==> src/rtl/pipe_mem_wb.sv <==
// rtl/pipe_mem_wb.sv - MEM/WB pipeline register
// Registers MEM-stage results for WB; synchronous reset inserts a bubble.
module pipe_mem_wb #(
  parameter int N = 32
) (
  input  logic         CLK,
  input  logic         RST,
  input  logic [N-1:0] ReadData_i,
  input  logic [N-1:0] AluResult_i,
  input  logic [3:0]   A3_i,
  input  logic         RF_WE_i,
  input  logic         MemWE_i,
  input  logic         WBSelect_i,
  output logic [N-1:0] ReadData_o,
  output logic [N-1:0] AluResult_o,
  output logic [3:0]   A3_o,
  output logic         RF_WE_o,
  output logic         MemWE_o,
  output logic         WBSelect_o
);

  // A cleared stage must not write the register file or memory.
  always_ff @(posedge CLK) begin
    if (RST) begin
      ReadData_o  <= '0;
      AluResult_o <= '0;
      A3_o        <= 4'b0000;
      RF_WE_o     <= 1'b0;
      MemWE_o     <= 1'b0;
      WBSelect_o  <= 1'b0;
    end else begin
      ReadData_o  <= ReadData_i;
      AluResult_o <= AluResult_i;
      A3_o        <= A3_i;
      RF_WE_o     <= RF_WE_i;
      MemWE_o     <= MemWE_i;
      WBSelect_o  <= WBSelect_i;
    end
  end

endmodule

==> config.mk <==
export PLATFORM = sky130hd
export DESIGN_NAME = pipe_mem_wb
export DESIGN_NICKNAME = d
export VERILOG_FILES = /design/src/rtl/pipe_mem_wb.sv
export SDC_FILE = /design/constraint.sdc
export NUM_CORES = 1
export LEC_CHECK = 0
export CORE_UTILIZATION = 29
export CTS_CLUSTER_DIAMETER = 30
export CTS_CLUSTER_SIZE = 25
export DETAILED_ROUTE_END_ITERATION = 10
export PLACE_DENSITY_LB_ADDON = 0.12
export SYNTH_ARGS = -nofsm -noshare
export SYNTH_HDL_FRONTEND = slang
export SYNTH_SLANG_ARGS = --single-unit
export TNS_END_PERCENT = 100
==> constraint.sdc <==
create_clock -name CLK -period 0.8 [get_ports CLK]
set_input_delay 0.16 -clock CLK [delete_from_list [all_inputs] [get_ports CLK]]
set_output_delay 0.16 -clock CLK [all_outputs]
set_load 0.05 [all_outputs]
## Word-level counts from Yosys, hierarchy flattened

Index checks and enable logic that the tools add are counted.
Widths: inputs -> output; s select.

| storage, ports and cells | value |
|---|---|
| register bits | 71 |
| input bits | 73 |
| output and inout port bits | 71 |
| word-level logic and storage cells | 6 |

## Logic depth before layout (Yosys ltp)

Gate-level depths: netlist of run 1.

| logic depth | value |
|---|---|
| depth in word-level cells | 0 |
| depth in mapped cells | 2 |
| gate-level depth less buffers | 1 |

## Least setup slack after synthesis of run 1

OpenSTA, ideal clock, no wires.

| timing | value |
|---|---|
| path kind | reg2out |
| from | register A3_o[0] |
| to | output port A3_o[0] |
| arrival time | 0.587 ns |
| required time | 0.640 ns |
| slack | 0.053 ns |
| cell stages (with the launch flop) | 1 |
| buffers on the path | 0 |
| path through | dfxtp_1 |

RTL lines:

| what | RTL line | source |
|---|---|---|
| start, declared | 16 | `output logic [3:0] A3_o,` |
| start signal, assigned | 34 | `A3_o <= A3_i;` |

No word-level cell between the ends.

## Worst setup path in the final report of run 1

| timing | value |
|---|---|
| from | register ReadData_o[0] |
| to | output port ReadData_o[0] |

RTL lines:

| what | RTL line | source |
|---|---|---|
| start, declared | 14 | `output logic [N-1:0] ReadData_o,` |
| start signal, assigned | 32 | `ReadData_o <= ReadData_i;` |

No word-level cell between the ends.

==> results of run 1 <==
[state kept, by name, summed over array words and instances (netlist names)]
register / flops
ReadData_o: 32
WBSelect_o: 1
AluResult_o: 32
MemWE_o: 1
A3_o: 4
RF_WE_o: 1
[layout make-up]
cell class,count,area [sq um]
clock buffers,12,135
repair buffers,146,2180
clock inverters,4,22.5
fillers,460,1960
flip-flops and latches,71,1510
well taps,77,96.3
multi-input cells,71,444
[what timing repair did]
item                       CTS  global route
setup endpoints to repair   71            71
setup buffers                0             0
resized for setup           71             0
[per-layer routing]
layer	share of wire [%]	up-vias	global-route usage [%]
li1	-	743	-
met3	8.7	16	6.46
met2	50	84	25.0
met4	3.6	0	10.3
met5	0	-	0
met1	38	670	14.7
[stage by stage]
stage,hold WS (ns),instances
finish,0.255,381
global placement,0.605,365
detailed placement,0.607,365
global route,0.257,381
CTS,0.240,381
floorplan,0.232,149
[cells in the mapped netlist]
master   number  area (sq um)
buf_2         7          35.0
dfxtp_1      71          1420
nor2b_1      71           444
[kinds of logic after synthesis]
group                  Yosys count
buffers and inverters            7
and+or+nand+nor                 71
DFF                             71
[worst max path at each step]
| stage | endpoint | slack (ns) | depth (start not counted) |
|---|---|---|---|
| floorplan | A3_o[0] | 0.05 | 0 |
| global placement | AluResult_o[5] | -0.006 | 2 |
| detailed placement | AluResult_o[4] | -0.04 | 2 |
| CTS | ReadData_o[22] | -0.21 | 1 |
| global route | ReadData_o[0] | -0.23 | 1 |
| finish | ReadData_o[0] | -0.19 | 1 |
[power by group]
| part | switching [mW] | total, mW | internal [mW] |
|---|---|---|---|
| clock network | 1.24 | 2.35 | 1.11 |
| logic | 0.876 | 1.99 | 1.11 |
| registers | 0.152 | 3.92 | 3.77 |
==> results.json, run 1 <==
{
  "critical_path.n_buffers_inverters": 1,
  "design_power_total_mw": 8.26,
  "worstHoldPathCells": 3,
  "die_y_um": 83.0,
  "gp_routability_congestion": 0.698,
  "netlist_area_before_placement_sq_mm": 0.00190,
  "critPathLaunch": "ReadData_o[0]",
  "final.min_clock_period_ns": 0.985,
  "first_pass_detailed_route_iteration_total": 6,
  "syn_to_final_growth_pct": 131,
  "worstPathRequired_ns": 0.64,
  "violations_in_the_final_reports": "setup timing",
  "synth.yosys.warnings": 0,
  "timing_worst_slew_pin_value_ns": 0.141,
  "holdCritPathClass": "input port to register",
  "setup_viol": 71,
  "cts.reportedPaths.clkPinSlew_ns": 0.07,
  "routed_wl_um": 4800,
  "first_global_vias": 1563,
  "gr-usage-all-layers_pct": 14.9,
  "power_leakage_nw": 1.77,
  "detail_route.drc_violations": 0,
  "layout_commonest_cell": "buf_12",
  "clock_path_buffers": 2,
  "timing_worst_setup_path_type": "register to output pin",
  "clock_sink_count": 71,
  "syn-mean-instance-area_sq_um": 12.8,
  "timing.max_cap.violations": 0,
  "timing.final.max_slew_violations": 0,
  "critPathMaxStageDelay_ns": 0.36,
  "worst_slew_margin_rel_pct": 90.6,
  "cts_made_buffers": 9,
  "routed_wire_length_per_instance_um": 12.6,
  "die_x_um": 83.0,
  "power.density_mw_per_mm2": 1880,
  "crit_fanout": 1,
  "achievable_frequency_ghz": 1.02,
  "critPathArrivalTime_ns": 0.83,
  "tritoncts": "yes",
  "core_region_area_sq_mm": 0.00635,
  "cts_root_buffer": "clkbuf_8",
  "final_cell_mix": "buf_12 (73), dfxtp_2 (71), nor2b_1 (71), clkdlybuf4s50_1 (71), clkbuf_8 (9)",
  "vias_per_cell": 3.97,
  "layout-drive-gt1-share_pct": 52.3,
  "timing.critical_path.cells": "buf_12",
  "drt-initial-drc-count": 13,
  "cts-htree-levels": 3,
  "timing_hold_violations_final": 0,
  "yosys.area_share.xor_xnor_pct": 0,
  "initial_core_util_pct": 29.9,
  "utilization_pct": 69.2,
  "grt_start_max_net_pins": 32,
  "main_combinational_cell_family_by_area_after_synthesis": "simple AND/OR/NAND/NOR gates",
  "synth_compound_area_share_pct": 0,
  "num_antenna_cells": 0,
  "synth_fa_ha_area_share_pct": 0,
  "grt-ovfl-total": 0,
  "antenna_violating_nets_post_route": 0,
  "worstSetupEndpointType": "output pin",
  "crit_path_start_kind": "register",
  "ys_seq_area_share_pct": 74.8,
  "post_synth_num_cell_types": 3,
  "period_share_pct": 123,
  "number_of_antenna_violations_at_the_first_check_in_global_routing": 0,
  "finalWorstSetupSlack_ns": -0.185,
  "vdd.ir_drop.worst_mv": 1.19,
  "cts.hold.buffers_added": 0,
  "unrepaired_setup_endpoints_after_global_routing": "yes",
  "placed_area_sq_mm": 0.00415,
  "synthesis.nets": 222,
  "port-buffer-count": 143,
  "row_count": 29,
  "top_level_pins": 144,
  "floorplan.die_area_sq_mm": 0.00688,
  "num-nets-final": 372,
  "first_pass_grt_wire_length_um": 7680,
  "synth_mux_area_share_pct": 0,
  "critical-path-slowest-cell": "dfxtp_2",
  "min_from": "RST",
  "synthesis.instances": 149,
  "synth_simple_gate_area_share_pct": 23.4,
  "detailed_place_hpwl_um": 3740,
  "status": "complete, but fails checks",
  "stdcell_area_sq_mm": 0.00439,
  "synth_seq_cells": 71,
  "whs_endpoint": "AluResult_o[1]",
  "cpLargestDelayFamily": "flip-flops",
  "dr_total_vias": 1513,
  "totalNegativeSetupSlack_ns": -11.66,
  "detailedPlace.worstSlack_ns": -0.0384
}
Note: power is estimated with default switching activity, not from simulation.
==> inputs of run 2 (changes only) <==
- CORE_ASPECT_RATIO: not set -> 1.75
- CORE_UTILIZATION: 29 -> 30
- SLEW_MARGIN: not set -> 20
==> run 2 against run 1 <==
  * The run still ends with setup timing left
  * Core utilization up 2.7 points
  * Combinational power hardly changed
  * Via count is 1.6% higher
  * Sequential share of layout area is 0.13 points lower
  * Power grew 2.0%
  * First-iteration DRC count grew to 2.5 times the previous value
  * Worst hold slack lost 0.0093 ns
==> results.json, run 2 (synthesis gave the netlist of run 1 again) <==
{
  "grt-ovfl-total": 0,
  "final_cell_mix": "buf_12 (73), dfxtp_2 (71), nor2b_1 (71), clkdlybuf4s50_1 (71), clkbuf_8 (11)",
  "critPathMaxStageDelay_ns": 0.35,
  "dr_total_vias": 1537,
  "status": "complete, but fails checks",
  "num_antenna_cells": 0,
  "worstPathRequired_ns": 0.64,
  "routed_wl_um": 5040,
  "power.density_mw_per_mm2": 1910,
  "routed_wire_length_per_instance_um": 13.1,
  "num-nets-final": 372,
  "syn_to_final_growth_pct": 132,
  "timing_hold_violations_final": 0,
  "detail_route.drc_violations": 0,
  "timing.critical_path.cells": "buf_12",
  "holdCritPathClass": "input port to register",
  "utilization_pct": 71.9,
  "gr-usage-all-layers_pct": 16.4,
  "top_regs": "AluResult_o (32), ReadData_o (32), A3_o (4)",
  "final.min_clock_period_ns": 0.996,
  "grt_start_max_net_pins": 32,
  "vias_per_cell": 4.00,
  "cts-htree-levels": 3,
  "cts_root_buffer": "clkbuf_8",
  "period_share_pct": 124,
  "cpLargestDelayFamily": "flip-flops",
  "timing_worst_slew_pin_value_ns": 0.149,
  "first_pass_grt_wire_length_um": 7750,
  "detailed_place_hpwl_um": 3840,
  "number_of_antenna_violations_at_the_first_check_in_global_routing": 0,
  "setup_viol": 71,
  "cts_made_buffers": 9,
  "power.clock.fraction_pct": 29.7,
  "critPathArrivalTime_ns": 0.84,
  "drt-initial-drc-count": 33,
  "timing.max_cap.violations": 0,
  "port-buffer-count": 143,
  "stdcell_area_sq_mm": 0.00441,
  "die_x_um": 62.2,
  "worst_slew_margin_rel_pct": 90.1,
  "tritoncts": "yes",
  "timing.final.max_slew_violations": 0,
  "critical-path-slowest-cell": "dfxtp_2",
  "timing_worst_setup_path_type": "register to output pin",
  "gp_routability_congestion": 0.733,
  "die_y_um": 107,
  "p_comb_share_pct": 23.7,
  "unrepaired_setup_endpoints_after_global_routing": "yes",
  "switchingPower_mw": 2.24,
  "antenna_violating_nets_post_route": 0,
  "power.sequential.fraction_pct": 46.6,
  "vdd.ir_drop.worst_mv": 1.50,
  "detailedPlace.worstSlack_ns": -0.0319,
  "first_global_vias": 1580,
  "layout_commonest_cell": "buf_12",
  "layout-drive-gt1-share_pct": 51.6,
  "achievable_frequency_ghz": 1.00,
  "crit_fanout": 1,
  "critical_path.n_buffers_inverters": 1,
  "cts.reportedPaths.clkPinSlew_ns": 0.07,
  "finalWorstSetupSlack_ns": -0.196,
  "placed_area_sq_mm": 0.00415,
  "initial_core_util_pct": 31.0,
  "power.share.switching_pct": 26.6,
  "floorplan.die_area_sq_mm": 0.00667,
  "clock_path_buffers": 2,
  "top_level_pins": 144,
  "clock_sink_count": 71,
  "power_leakage_nw": 1.78,
  "worstSetupEndpointType": "output pin",
  "row_count": 38,
  "cts.hold.buffers_added": 0,
  "first_pass_detailed_route_iteration_total": 4,
  "crit_path_start_kind": "register",
  "violations_in_the_final_reports": "setup timing",
  "core_region_area_sq_mm": 0.00613,
  "power.internal_mw": 6.18
}
-- run 2: timing repair --
item,in CTS,in global routing
buffers inserted,0,0
hold endpoints to repair,0,0
resized for setup,71,0
cloned,0,0
pin swaps,0,0
setup endpoints to repair,71,71
-- run 2: layout make-up --
type,count,area (sq um)
Clock buffer,16,170
Tap cell,80,100
Timing Repair Buffer,146,2180
Fill cell,403,1720
Multi-Input combinational cell,71,444
Sequential cell,71,1510
-- run 2: worst paths after layout --
kind / start / slack, ns / end / cells past startpoint
max: ReadData_o[7] / -0.20 / ReadData_o[7] / 1
min: RST / 0.25 / ReadData_o[5] / 3
-- run 2: power groups by stage --
stage	Combinational, mW	Sequential [mW]	Clock (mW)
2_1_floorplan	0.162	4.53	0
3_3_place_gp	1.98	3.95	0
3_5_place_dp	2.00	3.96	0
4_1_cts	2.01	3.92	2.57
5_1_grt	2.07	3.94	2.75
6_report	2.00	3.92	2.50
-- run 2: through the flow --
step	cells	hold slack (ns)	setup TNS, ns	power [mW]
floorplan	149	0.232	0	4.69
global placement	368	0.600	-0.00246	5.94
detailed placement	368	0.607	-0.136	5.96
CTS	384	0.238	-14.01	8.51
global route	384	0.268	-14.68	8.75
finish	384	0.245	-12.70	8.42
-- run 2: routing by layer --
layer | global-route usage [%] | share of wire (%) | wire length, um | up-vias
met4 | 15.9 | 5.5 | 276 | 0
met5 | 0 | 0 | 0 | -
met3 | 5.61 | 8.2 | 414 | 18
met2 | 28.3 | 54 | 2740 | 95
met1 | 14.5 | 32 | 1600 | 680
li1 | - | - | - | 744
